==> config.mk <==
export PLATFORM = sky130hd
export DESIGN_NAME = unary_stream_tx
export DESIGN_NICKNAME = d
export VERILOG_FILES = /design/src/rtl/unary_stream_tx.sv
export SDC_FILE = /design/constraint.sdc
export NUM_CORES = 1
export LEC_CHECK = 0
export BUFFER_PORTS_ARGS = -buffer_cell sky130_fd_sc_hd__buf_2
export CORE_MARGIN = 2
export CORE_UTILIZATION = 49
export CTS_CLUSTER_DIAMETER = 80
export DETAILED_ROUTE_END_ITERATION = 12
export GPL_TIMING_DRIVEN = 0
export PLACE_DENSITY_LB_ADDON = 0.15
export SLEW_MARGIN = 20
export SYNTH_ARGS = -nofsm -noshare
export SYNTH_HDL_FRONTEND = slang
export SYNTH_SLANG_ARGS = --single-unit
==> constraint.sdc <==
create_clock -name clk -period 2.2 [get_ports clk]
set_clock_uncertainty 0.1 [all_clocks]
set_input_delay 0.22 -clock clk [delete_from_list [all_inputs] [get_ports clk]]
set_output_delay 0.22 -clock clk [all_outputs]
set_load 0.01 [all_outputs]
==> src/rtl/unary_stream_tx.sv <==
// Serialises an operand pair into two thermometer-coded frames (A/B) of FRAME_LEN bits.
// Optional post-frame drain window (read_or_write=1) is enabled by defining UNARY_TX_DRAIN_EN.
module unary_stream_tx #(
  parameter int FRAME_LEN = 15,
  parameter int VAL_W     = 5,
  parameter int DRAIN_LEN = 16
) (
  input  logic             clk,
  input  logic             rst_n,
  input  logic             load_valid,
  output logic             load_ready,
  input  logic [VAL_W-1:0] val_a,
  input  logic [VAL_W-1:0] val_b,
  output logic             A,
  output logic             B,
  output logic             en,
  output logic             read_or_write,
  output logic             frame_done,
  output logic             sat
);

  // state  | meaning
  // IDLE   | waiting for an operand pair, load_ready=1
  // STREAM | emitting frame bit idx_q on A/B with en=1
  // DRAIN  | downstream writes its result, read_or_write=1 (UNARY_TX_DRAIN_EN only)
  typedef enum logic [1:0] {
    IDLE   = 2'd0,
    STREAM = 2'd1
`ifdef UNARY_TX_DRAIN_EN
    , DRAIN = 2'd2
`endif
  } state_t;

  localparam logic [VAL_W-1:0] FRAME_MAX = VAL_W'(FRAME_LEN);
  localparam logic [VAL_W-1:0] LAST_IDX  = VAL_W'(FRAME_LEN - 1);

  state_t           state_q, state_d;
  logic [VAL_W-1:0] idx_q, idx_d;
  logic [VAL_W-1:0] a_q, a_d;
  logic [VAL_W-1:0] b_q, b_d;
  logic             sat_d;
  logic             en_d, a_bit_d, b_bit_d, frame_done_d;

`ifdef UNARY_TX_DRAIN_EN
  localparam int DRAIN_W = (DRAIN_LEN > 1) ? $clog2(DRAIN_LEN) : 1;
  localparam logic [DRAIN_W-1:0] DRAIN_LAST = DRAIN_W'(DRAIN_LEN - 1);
  logic [DRAIN_W-1:0] drain_cnt_q, drain_cnt_d;
  logic               rw_d;
`else
  logic unused_drain_len;
  assign unused_drain_len = ^DRAIN_LEN;
  assign read_or_write    = 1'b0;
`endif

  assign load_ready = (state_q == IDLE);

  always_comb begin
    state_d = state_q;
    idx_d   = idx_q;
    a_d     = a_q;
    b_d     = b_q;
    sat_d   = sat;
`ifdef UNARY_TX_DRAIN_EN
    drain_cnt_d = drain_cnt_q;
`endif
    case (state_q)
      IDLE: begin
        if (load_valid) begin
          a_d     = (val_a > FRAME_MAX) ? FRAME_MAX : val_a;
          b_d     = (val_b > FRAME_MAX) ? FRAME_MAX : val_b;
          sat_d   = (val_a > FRAME_MAX) || (val_b > FRAME_MAX);
          idx_d   = '0;
          state_d = STREAM;
        end
      end
      STREAM: begin
        if (idx_q == LAST_IDX) begin
          idx_d = '0;
`ifdef UNARY_TX_DRAIN_EN
          state_d     = DRAIN;
          drain_cnt_d = DRAIN_LAST;
`else
          state_d = IDLE;
`endif
        end else begin
          idx_d = idx_q + 1'b1;
        end
      end
`ifdef UNARY_TX_DRAIN_EN
      DRAIN: begin
        if (drain_cnt_q == '0) state_d = IDLE;
        else                   drain_cnt_d = drain_cnt_q - 1'b1;
      end
`endif
      default: state_d = IDLE;
    endcase

    // Outputs are registered, so they are derived from the next-cycle state and index.
    en_d         = (state_d == STREAM);
    a_bit_d      = en_d && (idx_d < a_d);
    b_bit_d      = en_d && (idx_d < b_d);
    frame_done_d = en_d && (idx_d == LAST_IDX);
`ifdef UNARY_TX_DRAIN_EN
    rw_d = (state_d == DRAIN);
`endif
  end

  always_ff @(posedge clk or negedge rst_n) begin
    if (!rst_n) begin
      state_q    <= IDLE;
      idx_q      <= '0;
      a_q        <= '0;
      b_q        <= '0;
      sat        <= 1'b0;
      en         <= 1'b0;
      A          <= 1'b0;
      B          <= 1'b0;
      frame_done <= 1'b0;
    end else begin
      state_q    <= state_d;
      idx_q      <= idx_d;
      a_q        <= a_d;
      b_q        <= b_d;
      sat        <= sat_d;
      en         <= en_d;
      A          <= a_bit_d;
      B          <= b_bit_d;
      frame_done <= frame_done_d;
    end
  end

`ifdef UNARY_TX_DRAIN_EN
  always_ff @(posedge clk or negedge rst_n) begin
    if (!rst_n) begin
      drain_cnt_q   <= '0;
      read_or_write <= 1'b0;
    end else begin
      drain_cnt_q   <= drain_cnt_d;
      read_or_write <= rw_d;
    end
  end
`endif

endmodule

Yosys cells after proc, flatten, opt, wreduce, memory -nomap -nowiden
Cells that the tools add are included.

cells by class
  order comparisons = 4
  div/mod/pow operators = 0
  shift-type cells = 0
  equality and inequality tests = 4
  $mul = 0
  bitwise logic cells = 0
  reductions and logical operators = 6
  add/subtract/negate cells = 1
  multiplexer cells = 12

operators with widths
  kind                                                            number
  two-way mux 5 bit                                               8
  equality test 5 x 4 -> 1 bit (second input constant)            2
  greater-than comparator 5 x 4 -> 1 bit (second input constant)  2
  < comparator 5 bit                                              2
  case mux 5 bit (2 select lines)                                 1
  adder 5 x 1 -> 5 bit (second input constant)                    1
  equality test 2 x 1 -> 1 bit (second input constant)            2
  two-way mux 2 bit                                               2
  case mux 2 bit (2 select lines)                                 1
  logical AND 1 bit                                               3
  zero test 2 bit                                                 1
  AND reduction 2 bit                                             1
  logical OR 1 bit                                                1

word-level totals
  output and inout port bits = 7
  bits in latches = 0
  flip-flop bits (word level) = 22
  input port bits = 13
  RAM bits = 0
  memories = 0
  bits in read-only memories = 0

Longest topological paths before layout
Gate-level depths: netlist of run 1.

  depth in word-level cells = 6
  mapped depth = 10

Worst setup path after synthesis of run 1
No wires, ideal clock.

  path kind = register to register
  start = register idx_q[0]
  end = register A
  arrival = 2.215 ns
  library setup time = 0.111 ns
  stages on the path, launching flop included = 11
  buffers on the path = 0
  slack = -0.226 ns
  path through = dfrtp_1 -> inv_1 -> ha_1 -> nand4b_1 -> nand3b_1 -> o21bai_1 -> a21o_1 -> ha_1 -> a21o_1 -> a21o_1 -> a2111oi_2

between the ends
  cells in the longest elaborated chain, start to end = 5

RTL lines
  item                                                                         line    source
  from (decl)                                                                  38      logic [VAL_W-1:0] idx_q, idx_d;
  from (signal assigned)                                                       121     idx_q <= idx_d;
  adder 5 x 1 -> 5 bit / equality test 5 x 4 -> 1 bit (equally long branches)  86, 77
  two-way mux 5 bit *                                                          77      if (idx_q == LAST_IDX) begin
  case mux 5 bit (2 select lines) *                                            66      case (state_q)
  net idx_d[2]                                                                 38
  < comparator 5 bit *                                                         100     a_bit_d = en_d && (idx_d < a_d);
  logical AND 1 bit *                                                          100
  net a_bit_d                                                                  42      logic en_d, a_bit_d, b_bit_d, frame_done_d;
  to (signal assigned)                                                         126     A <= a_bit_d;
  to (decl)                                                                    14      output logic A,

The timed path passes the listed nets; every way through them passes the cells marked *.
A chain may end at the register's enable or synchronous reset.

Worst setup path after layout of run 1
Ends and elaborated chain as after synthesis.

==> run summary, run 1 <==
internal cell power: 0.000692 W
I/O pin cnt: 20
Final Net Count: 174
Reg2Reg Depth: 10
Setup-failing EPs final: 2
peak supply drop: 0.436 mV
Top FF cell, synth: dfrtp_1
Seq/Total Area, Yosys: 46.8%
IO Port Bufs: 18
top cells by area, synth: dfrtp_1 47%, ha_1 11%, a21o_1 7.0%
cts bufs inserted: 3
total track usage: 21.1%
crit path kind: reg2reg
drt via density: 5.20
pwr dens: 635 nW/um^2
WP data arrival: 2510 ps
largest area contributor in the netlist: dfrtp_1
Clock Latency Late Sink: 300 ps
switch share: 29.9%
final-layout fill cell count: 173
maxcap violations: 0
net switching power: 0.000295 W
Area growth syn-to-layout: 32.2%
Post-DRT Antenna Nets: 0
post-synth top area share: 46.8%
CP startpoint kind: flop
count leader, synth: dfrtp_1
RePlAce Congestion: 0.724
Post-Syn Instances: 112
die height: 53.0 um
via count: 925
DR pass1 iterations: 4
initial antenna violation count: 0
Critical Path Fanout Max: 4
Die X-Extent: 53.0 um
outcome: finished with violations
worst hold path cell count: 3
DRT iter0 DRCs: 18
clk sinks: 22
EDFF count, synth: 0
Synth warnings: 0
asr flop ratio synth: 100%
Final period util: 110%
global-route wire length before repair: 4.26 mm
vias in the first global route: 933
final core utilization: 69.6%
DIE AREA: 2810 sq um
final wirelength: 2.57 mm
Register Area: 552 sq um
leakage: 0.821 nW
diode count: 0
clock-pin slew on the worst setup and hold paths: 130 ps
Flop pwr share: 48.7%
Core Footprint: 2230 sq um
endpoints failing hold: 0
largest net degree at the start of global routing: 23
post-DP HPWL: 1.55 mm
layout cells sized above 1: 40.0%
failing checks: setup timing
drc violations: 0
register bit total from synthesis: 22
time the worst path needs with I/O delays and setup: 2430 ps
unrepaired setup endpoints after global routing: true
Row Count: 17
mean post-synth cell area: 10.5 sq um
Initial Util: 52.7%
CP Capture Type: flop
fmax: 412 MHz
worst endpoint required time: 2290 ps
synth unique cells: 30
Root Driver: clkbuf_4
total grt overflow: 0
maximum level of the CTS H-tree: 1
Clock Path Buffers: 2
combinational share of power: 29.1%
WL/cell: 14.4 um
CTS tree: done
synthesized area: 1180 sq um
area occupied by multi-input gates: 662 sq um
list of most frequent post-synthesis cells: 22 x dfrtp_1, 18 x nor2_1, 12 x inv_1, 11 x a21o_1, 10 x ha_1
Clk network pwr share: 22.2%
worst hold-check path type: in2reg
final setup margin: -226 ps
overall power: 0.000987 W
fin. max-slew vios: 0
per-stage QoR:
step	instances	TNS, ps	hold slack [ps]	area (sq um)	setup slack (ps)
finish	178	-433	130	1560	-226
global route	178	-546	171	1560	-277
CTS	178	-266	124	1550	-164
detailed placement	159	-808	99.9	1310	-406
global placement	159	-734	96.6	1310	-370
floorplan	113	-314	-176	1180	-157
worst max-delay path, stage by stage (launching register included):
cell and delay (ps):
dfrtp_2 450, buf_4 140, ha_2 210, nand3_1 90, mux2i_1 220, nor3b_2 80, a21o_2 260, ha_4 260
nand4_1 90, a21oi_2 50, a2111oi_2 350
logic make-up (layout without fill, tap and decap cells):
family,count (synthesis),count (layout),synth area share [%]
DFF,22,22,46.8
xor gates and xnor gates,2,2,1.49
adders and majority gates,10,10,10.6
muxes,3,3,2.55
and+or+nand+nor,36,36,16.8
AOI/OAI and AO/OA,22,22,15.9
buffers and inverters,16,53,5.53
other,1,2,0.319
final cells by class:
| cell class | count | share of cell area, % |
|---|---|---|
| Inverter | 14 | 3.38 |
| Clock buffer | 4 | 2.33 |
| Sequential cell | 22 | 35.5 |
| Tap cell | 28 | 2.25 |
| Timing Repair Buffer | 33 | 13.2 |
| Buffer | 2 | 0.805 |
| Multi-Input combinational cell | 75 | 42.6 |
power groups by stage:
stage / Sequential, W / Clock (W) / Combinational, W
finish: 0.000481 / 0.000219 / 0.000287
global route: 0.000487 / 0.000244 / 0.000318
global placement: 0.000488 / 0 / 0.000196
floorplan: 0.000490 / 0 / 0.000135
CTS: 0.000479 / 0.000223 / 0.000278
detailed placement: 0.000491 / 0 / 0.000207
timing repair:
action | 4_1_cts | 5_1_grt
hold endpoints to repair | 22 | 0
hold buffers | 1 | 0
buffers inserted | 14 | 0
gates resized for setup | 13 | 1
setup endpoints to repair | 2 | 2
pin swaps | 8 | 1
flip-flops by register name, indices dropped and copies added, names as in the netlist:
register and count:
a_q 5, b_q 5, idx_q 5, state_q 2, A 1, B 1
en 1, frame_done 1, sat 1
layer usage:
layer	part of all wire (%)	vias to the layer above	global-route usage (%)
met4	1.2	0	6.41
met1	44	439	25.6
met5	0	-	0
met3	4.4	4	2.82
li1	-	454	-
met2	50	28	38.3
cells in the final DEF (no fill, tap or decap), types with 2 or more instances in the layout:
| master | synthesis | layout |
|---|---|---|
| dfrtp_1 | 22 | 21 |
| buf_2 | 1 | 19 |
| nor2_1 | 18 | 18 |
| buf_4 | 1 | 15 |
| inv_1 | 12 | 11 |
| a21o_1 | 11 | 10 |
| nand2_1 | 5 | 5 |
| ha_4 | 0 | 5 |
| ha_1 | 10 | 4 |
| inv_2 | 2 | 3 |
| mux2i_1 | 3 | 3 |
| clkbuf_4 | 0 | 3 |
| nand3_1 | 2 | 2 |
| nand4_1 | 2 | 2 |
| a21oi_2 | 0 | 2 |
| conb_1 | 1 | 2 |
final timing paths:
check                                         from                  to  slack [ps]
worst max-delay path            idx_q[0]$_DFF_PN0_         A$_DFF_PN0_        -230
worst min-delay path                      val_b[4]     sat$_DFFE_PN0P_         130
worst max register to register  idx_q[0]$_DFF_PN0_         A$_DFF_PN0_        -230
worst min register to register    b_q[4]$_DFF_PN0_    b_q[4]$_DFF_PN0_         430
max in group asynchronous                    rst_n  idx_q[0]$_DFF_PN0_        1360
min in group asynchronous                    rst_n    a_q[4]$_DFF_PN0_         290
Note: power is estimated with default switching activity, not from simulation.
==> run 2: changes to the inputs <==
--- a/config.mk
+++ b/config.mk
@@ -5,6 +5,7 @@
 export SDC_FILE = /design/constraint.sdc
 export NUM_CORES = 1
 export LEC_CHECK = 0
+export ABC_AREA = 1
 export BUFFER_PORTS_ARGS = -buffer_cell sky130_fd_sc_hd__buf_2
 export CORE_MARGIN = 2
 export CORE_UTILIZATION = 49
==> run 2 against run 1 <==
Synthesized area increased by 5.5%. Fmax is 13% higher. Sequential share of layout area rose by 0.057 points. The run now ends clean. Critical path type unchanged. Combinational power up 8.7%. Register-to-register slack improved by 290 ps. Clock power down 19%. Hold slack worse by 26 ps. Sequential power is 2% higher.
==> run summary, run 2 <==
Post-DRT Antenna Nets: 0
drt via density: 4.81
top cells by area, synth: dfrtp_1 44%, ha_1 10%, nand2_1 8.8%
register bit total from synthesis: 22
maxcap violations: 0
Initial Util: 51.0%
endpoints failing hold: 0
DR pass1 iterations: 4
Final period util: 97.2%
CP startpoint kind: flop
reg2reg end: A$_DFF_PN0_
largest net degree at the start of global routing: 23
hold endpoint: b_q[1]$_DFF_PN0_
Largest regs: a_q (5), b_q (5), idx_q (5)
maximum level of the CTS H-tree: 1
peak supply drop: 0.401 mV
Clock Path Buffers: 2
leakage: 0.811 nW
Root Driver: clkbuf_4
IO Port Bufs: 18
outcome: finished clean
Cell Count, Final, Fillers Out: 202
mean post-synth cell area: 8.68 sq um
fin. max-slew vios: 0
clock-pin slew on the worst setup and hold paths: 110 ps
CP Capture Type: flop
FF-to-FF Start: idx_q[0]$_DFF_PN0_
cts bufs inserted: 3
synthesized area: 1240 sq um
worst setup path startpoint: idx_q[0]$_DFF_PN0_
DIE AREA: 2950 sq um
Hold Startpoint: val_b[1]
EDFF count, synth: 0
placed cell count: 192
global-route wire length before repair: 3.82 mm
Critical Path Fanout Max: 3
Reg2Reg Depth: 14
commonest non-fill, non-tap cells in the layout: 26 x nand2_1, 21 x dfrtp_1, 18 x buf_2, 16 x nor2_1, 13 x inv_1
asr flop ratio synth: 100%
synth unique cells: 24
R2R setup slack: 60 ps
total track usage: 18.3%
total grt overflow: 0
Seq/Total Area, Yosys: 44.4%
Top FF cell, synth: dfrtp_1
layout cells sized above 1: 44.2%
CTS tree: done
worst hold-check path type: in2reg
Core Footprint: 2430 sq um
overall power: 0.000979 W
Post-Syn Instances: 143
worst hold path cell count: 5
post-DP HPWL: 1.75 mm
WP data arrival: 2280 ps
crit path kind: reg2reg
Clock Latency Late Sink: 300 ps
time the worst path needs with I/O delays and setup: 2140 ps
fmax: 468 MHz
Synth warnings: 0
unrepaired setup endpoints after global routing: true
list of most frequent post-synthesis cells: 29 x nand2_1, 22 x dfrtp_1, 19 x nor2_1, 16 x inv_1, 10 x ha_1
vias in the first global route: 943
largest area contributor in the netlist: dfrtp_1
Die X-Extent: 54.3 um
worst endpoint required time: 2340 ps
die height: 54.3 um
Row Count: 18
area occupied by multi-input gates: 679 sq um
clk sinks: 22
Setup-failing EPs final: 0
post-synth top area share: 44.4%
diode count: 0
DRT iter0 DRCs: 7
Final Net Count: 197
commonest non-fill, non-tap cell in the layout: nand2_1
Area growth syn-to-layout: 25.1%
pwr dens: 630 nW/um^2
final-layout fill cell count: 211
via count: 971
WL/cell: 12.0 um
I/O pin cnt: 20
count leader, synth: nand2_1
drc violations: 0
RePlAce Congestion: 0.716
final wirelength: 2.43 mm
Register Area: 552 sq um
initial antenna violation count: 0
[run 2: changes by cell type in the layout (fill, tap and decap cells not counted), sizes merged, moves of 3 or more]
cell   previous run  this run
nor2             18        21
nand3             2         6
buf              34        26
a21o             12         0
inv              14        24
mux2i             3         0
nor3b             3         0
o21ai             2        11
nand2             5        36
[run 2: per-layer routing]
metal  GRT usage [%]  share of wire, %
met5               0                 0
met4            7.50               1.6
met3            1.64               2.1
met2            35.5                54
met1            20.1                42
[run 2: worst max path at each step]
| stage | to | slack (ps) |
|---|---|---|
| global route | A$_DFF_PN0_ | -40 |
| floorplan | A$_DFF_PN0_ | 60 |
| detailed placement | A$_DFF_PN0_ | -130 |
| global placement | B$_DFF_PN0_ | -60 |
| CTS | A$_DFF_PN0_ | -30 |
| finish | A$_DFF_PN0_ | 60 |
[run 2: where the power goes]
group          switching [W]  total (W)  internal (W)
Clock               0.000113   0.000177     0.0000640
Sequential         0.0000363   0.000490      0.000454
Combinational       0.000170   0.000312      0.000142
[run 2: final cells by class]
type | instances | area share (%)
Sequential cell | 22 | 35.5
Timing Repair Buffer | 25 | 9.35
Buffer | 2 | 1.21
Clock buffer | 3 | 1.45
Tap cell | 30 | 2.42
Multi-Input combinational cell | 95 | 43.8
Inverter | 25 | 6.29
[run 2: worst max-delay path, stage by stage, from the launching register on]
cell      delay (ps)
dfrtp_1          430
inv_2            100
ha_4             130
inv_2             30
nor2_2            80
nand2_2           80
nand2_2           80
nor2_2            40
a31o_4           230
ha_4             220
a21oi_2          140
nor2_1            70
a211oi_2         170
nand2_1           80
nor2_1            90
[run 2: stage by stage]
step	hold slack [ps]	instance area [sq um]	setup WS, ps	util, %	TNS, ps
after floorplan	-176	1240	59.5	-	0
after global placement	101	1370	-60.4	56.4	-121
after detailed placement	109	1370	-126	56.4	-251
after CTS	114	1430	-31.1	58.7	-47.9
after global routing	138	1550	-36.9	63.8	-53.0
final	104	1550	61.6	63.8	0
[run 2: logic make-up (layout without fill, tap and decap cells)]
kind of cell               count (synthesis)  in the layout  share of synthesized area [%]
AOI/OAI and AO/OA                         17             17                           10.3
xor gates and xnor gates                   1              1                          0.706
adders and majority gates                 10             10                           10.1
buffers and inverters                     27             55                           9.38
DFF                                       22             22                           44.4
other                                      1              2                          0.302
and+or+nand+nor                           65             65                           24.9
[run 2: what timing repair did]
action	in CTS	in global routing
hold endpoints to repair	22	0
gates resized for setup	3	18
hold buffers	1	0
endpoints found under the setup margin	2	2
setup buffers	2	4
pin swaps	0	2
==> run 3: changes to the inputs <==
--- a/config.mk
+++ b/config.mk
@@ -6,13 +6,13 @@
 export NUM_CORES = 1
 export LEC_CHECK = 0
 export ABC_AREA = 1
-export BUFFER_PORTS_ARGS = -buffer_cell sky130_fd_sc_hd__buf_2
 export CORE_MARGIN = 2
-export CORE_UTILIZATION = 49
+export CORE_UTILIZATION = 55
 export CTS_CLUSTER_DIAMETER = 80
 export DETAILED_ROUTE_END_ITERATION = 12
+export DONT_BUFFER_PORTS = 1
 export GPL_TIMING_DRIVEN = 0
-export PLACE_DENSITY_LB_ADDON = 0.15
+export PLACE_DENSITY = 0.76
 export SLEW_MARGIN = 20
 export SYNTH_ARGS = -nofsm -noshare
 export SYNTH_HDL_FRONTEND = slang
==> run 3 against run 2 <==
Die area fell by 10%. Hold slack got worse by 85 ps. Utilization rose by 7.6 points. Global-route usage rose by 3.5 points. Critical path depth rose by 2. Clock-buffer cell count did not move. Sequential cell count did not move. Setup slack improved by 30 ps. Clock power rose by 75%. Highest routed layer unchanged.
==> run summary, run 3 (synthesis gave the netlist of run 2 again) <==
WP data arrival: 2230 ps
DRT iter0 DRCs: 16
CP Cell Sequence: inv_2, ha_4, inv_2, nor2_2, nand2_2, nand2_4, nor2_1, nor2_2, buf_4, buf_4, buf_4, buf_4, buf_4, buf_4, nand2_1, nor2_1
RePlAce Congestion: 0.765
post-DP HPWL: 1.63 mm
Root Driver: clkbuf_4
maxcap violations: 0
Row Count: 17
Critical Path Fanout Max: 3
DR pass1 iterations: 5
Clock Latency Late Sink: 320 ps
Register Area: 553 sq um
I/O pin cnt: 20
Final period util: 95.8%
overall power: 0.00108 W
final core utilization: 71.5%
leakage: 0.779 nW
Worst path slowest cell: dfrtp_1
DIE AREA: 2650 sq um
dpl cell area: 1280 sq um
CP Capture Type: flop
Post-DRT Antenna Nets: 0
WL/cell: 14.5 um
clk sinks: 22
pwr dens: 699 nW/um^2
final wirelength: 2.76 mm
worst endpoint required time: 2320 ps
maximum level of the CTS H-tree: 1
CP startpoint kind: flop
Clock Path Buffers: 2
fin. max-slew vios: 0
drc violations: 0
final-layout fill cell count: 157
endpoints failing hold: 0
diode count: 0
Largest regs: a_q (5), b_q (5), idx_q (5)
worst hold-check path type: in2reg
pre-CTS WS: -116 ps
Initial Util: 57.2%
vias in the first global route: 991
final setup margin: 91.8 ps
final instance area: 1550 sq um
Final Net Count: 186
crit-path leading delay family: buffers and inverters
die height: 51.5 um
time the worst path needs with I/O delays and setup: 2110 ps
Area growth syn-to-layout: 24.9%
outcome: finished clean
drt via density: 5.26
IO Port Bufs: 0
initial antenna violation count: 0
Core Footprint: 2170 sq um
crit path kind: reg2reg
Die X-Extent: 51.5 um
commonest non-fill, non-tap cells in the layout: 27 x nand2_1, 20 x dfrtp_1, 16 x nor2_1, 13 x inv_1, 11 x buf_4
area occupied by multi-input gates: 683 sq um
Setup-failing EPs final: 0
total grt overflow: 0
largest net degree at the start of global routing: 23
Setup TNS Final: 0 ps
Critical Path Most Common Cell: buf_4
CTS tree: done
commonest non-fill, non-tap cell in the layout: nand2_1
cts bufs inserted: 3
global-route wire length before repair: 4.21 mm
layout cells sized above 1: 39.5%
total track usage: 21.8%
fmax: 474 MHz
peak supply drop: 0.657 mV
clock-pin slew on the worst setup and hold paths: 120 ps
via count: 1000
Buf+Inv Stages, Crit Path: 8
CP max stage delay: 420 ps
-- run 3: layout make-up --
class	instances	area share (%)
Sequential cell	22	35.7
Tap cell	28	2.26
Buffer	2	1.21
Clock buffer	3	1.45
Clock inverter	1	1.94
Timing Repair Buffer	14	7.10
Inverter	25	6.30
Multi-Input combinational cell	95	44.1
-- run 3: path summary, 6_finish.rpt --
path / start / end / slack (ps) / cells past startpoint
min: val_a[1] / a_q[1]$_DFF_PN0_ / 20 / 4
max reg2reg: idx_q[0]$_DFF_PN0_ / frame_done$_DFF_PN0_ / 90 / 16
max in group asynchronous: rst_n / state_q[0]$_DFF_PN0_ / 1320 / 2
max: idx_q[0]$_DFF_PN0_ / frame_done$_DFF_PN0_ / 90 / 16
min reg2reg: a_q[1]$_DFF_PN0_ / a_q[1]$_DFF_PN0_ / 410 / 2
min in group asynchronous: rst_n / idx_q[0]$_DFF_PN0_ / 340 / 2
-- run 3: metrics by stage --
stage / hold WS (ps) / instances
after detailed placement: -175 / 172
after global placement: -175 / 172
after CTS: 18.0 / 187
after floorplan: -176 / 144
after global routing: 27.2 / 190
final: 19.0 / 190
-- run 3: timing repair --
item | 4_1_cts | 5_1_grt
hold buffers | 3 | 1
endpoints found under the setup margin | 2 | 2
setup buffers | 8 | 2
hold endpoints to repair | 23 | 22
cloned | 0 | 0
pin swaps | 3 | 1
gates resized for setup | 3 | 19
-- run 3: tightest hold or removal path, stage by stage --
cell and delay (ps):
nor2_1 20, nand2_1 60, o21ai_2 70, inv_2 40
-- run 3: routing by layer --
layer	vias to the layer above	part of all wire [%]	track usage, %
met5	-	0	0
met4	0	3.8	11.4
met3	11	2.5	2.30
met2	20	57	41.5
met1	491	37	23.6
li1	478	-	-
-- run 3: power by group --
part	leakage [nW]	internal (W)	switching, W
sequential	0.262	0.000454	0.0000445
combinational	0.489	0.000116	0.000158
clock	0.0279	0.000184	0.000126
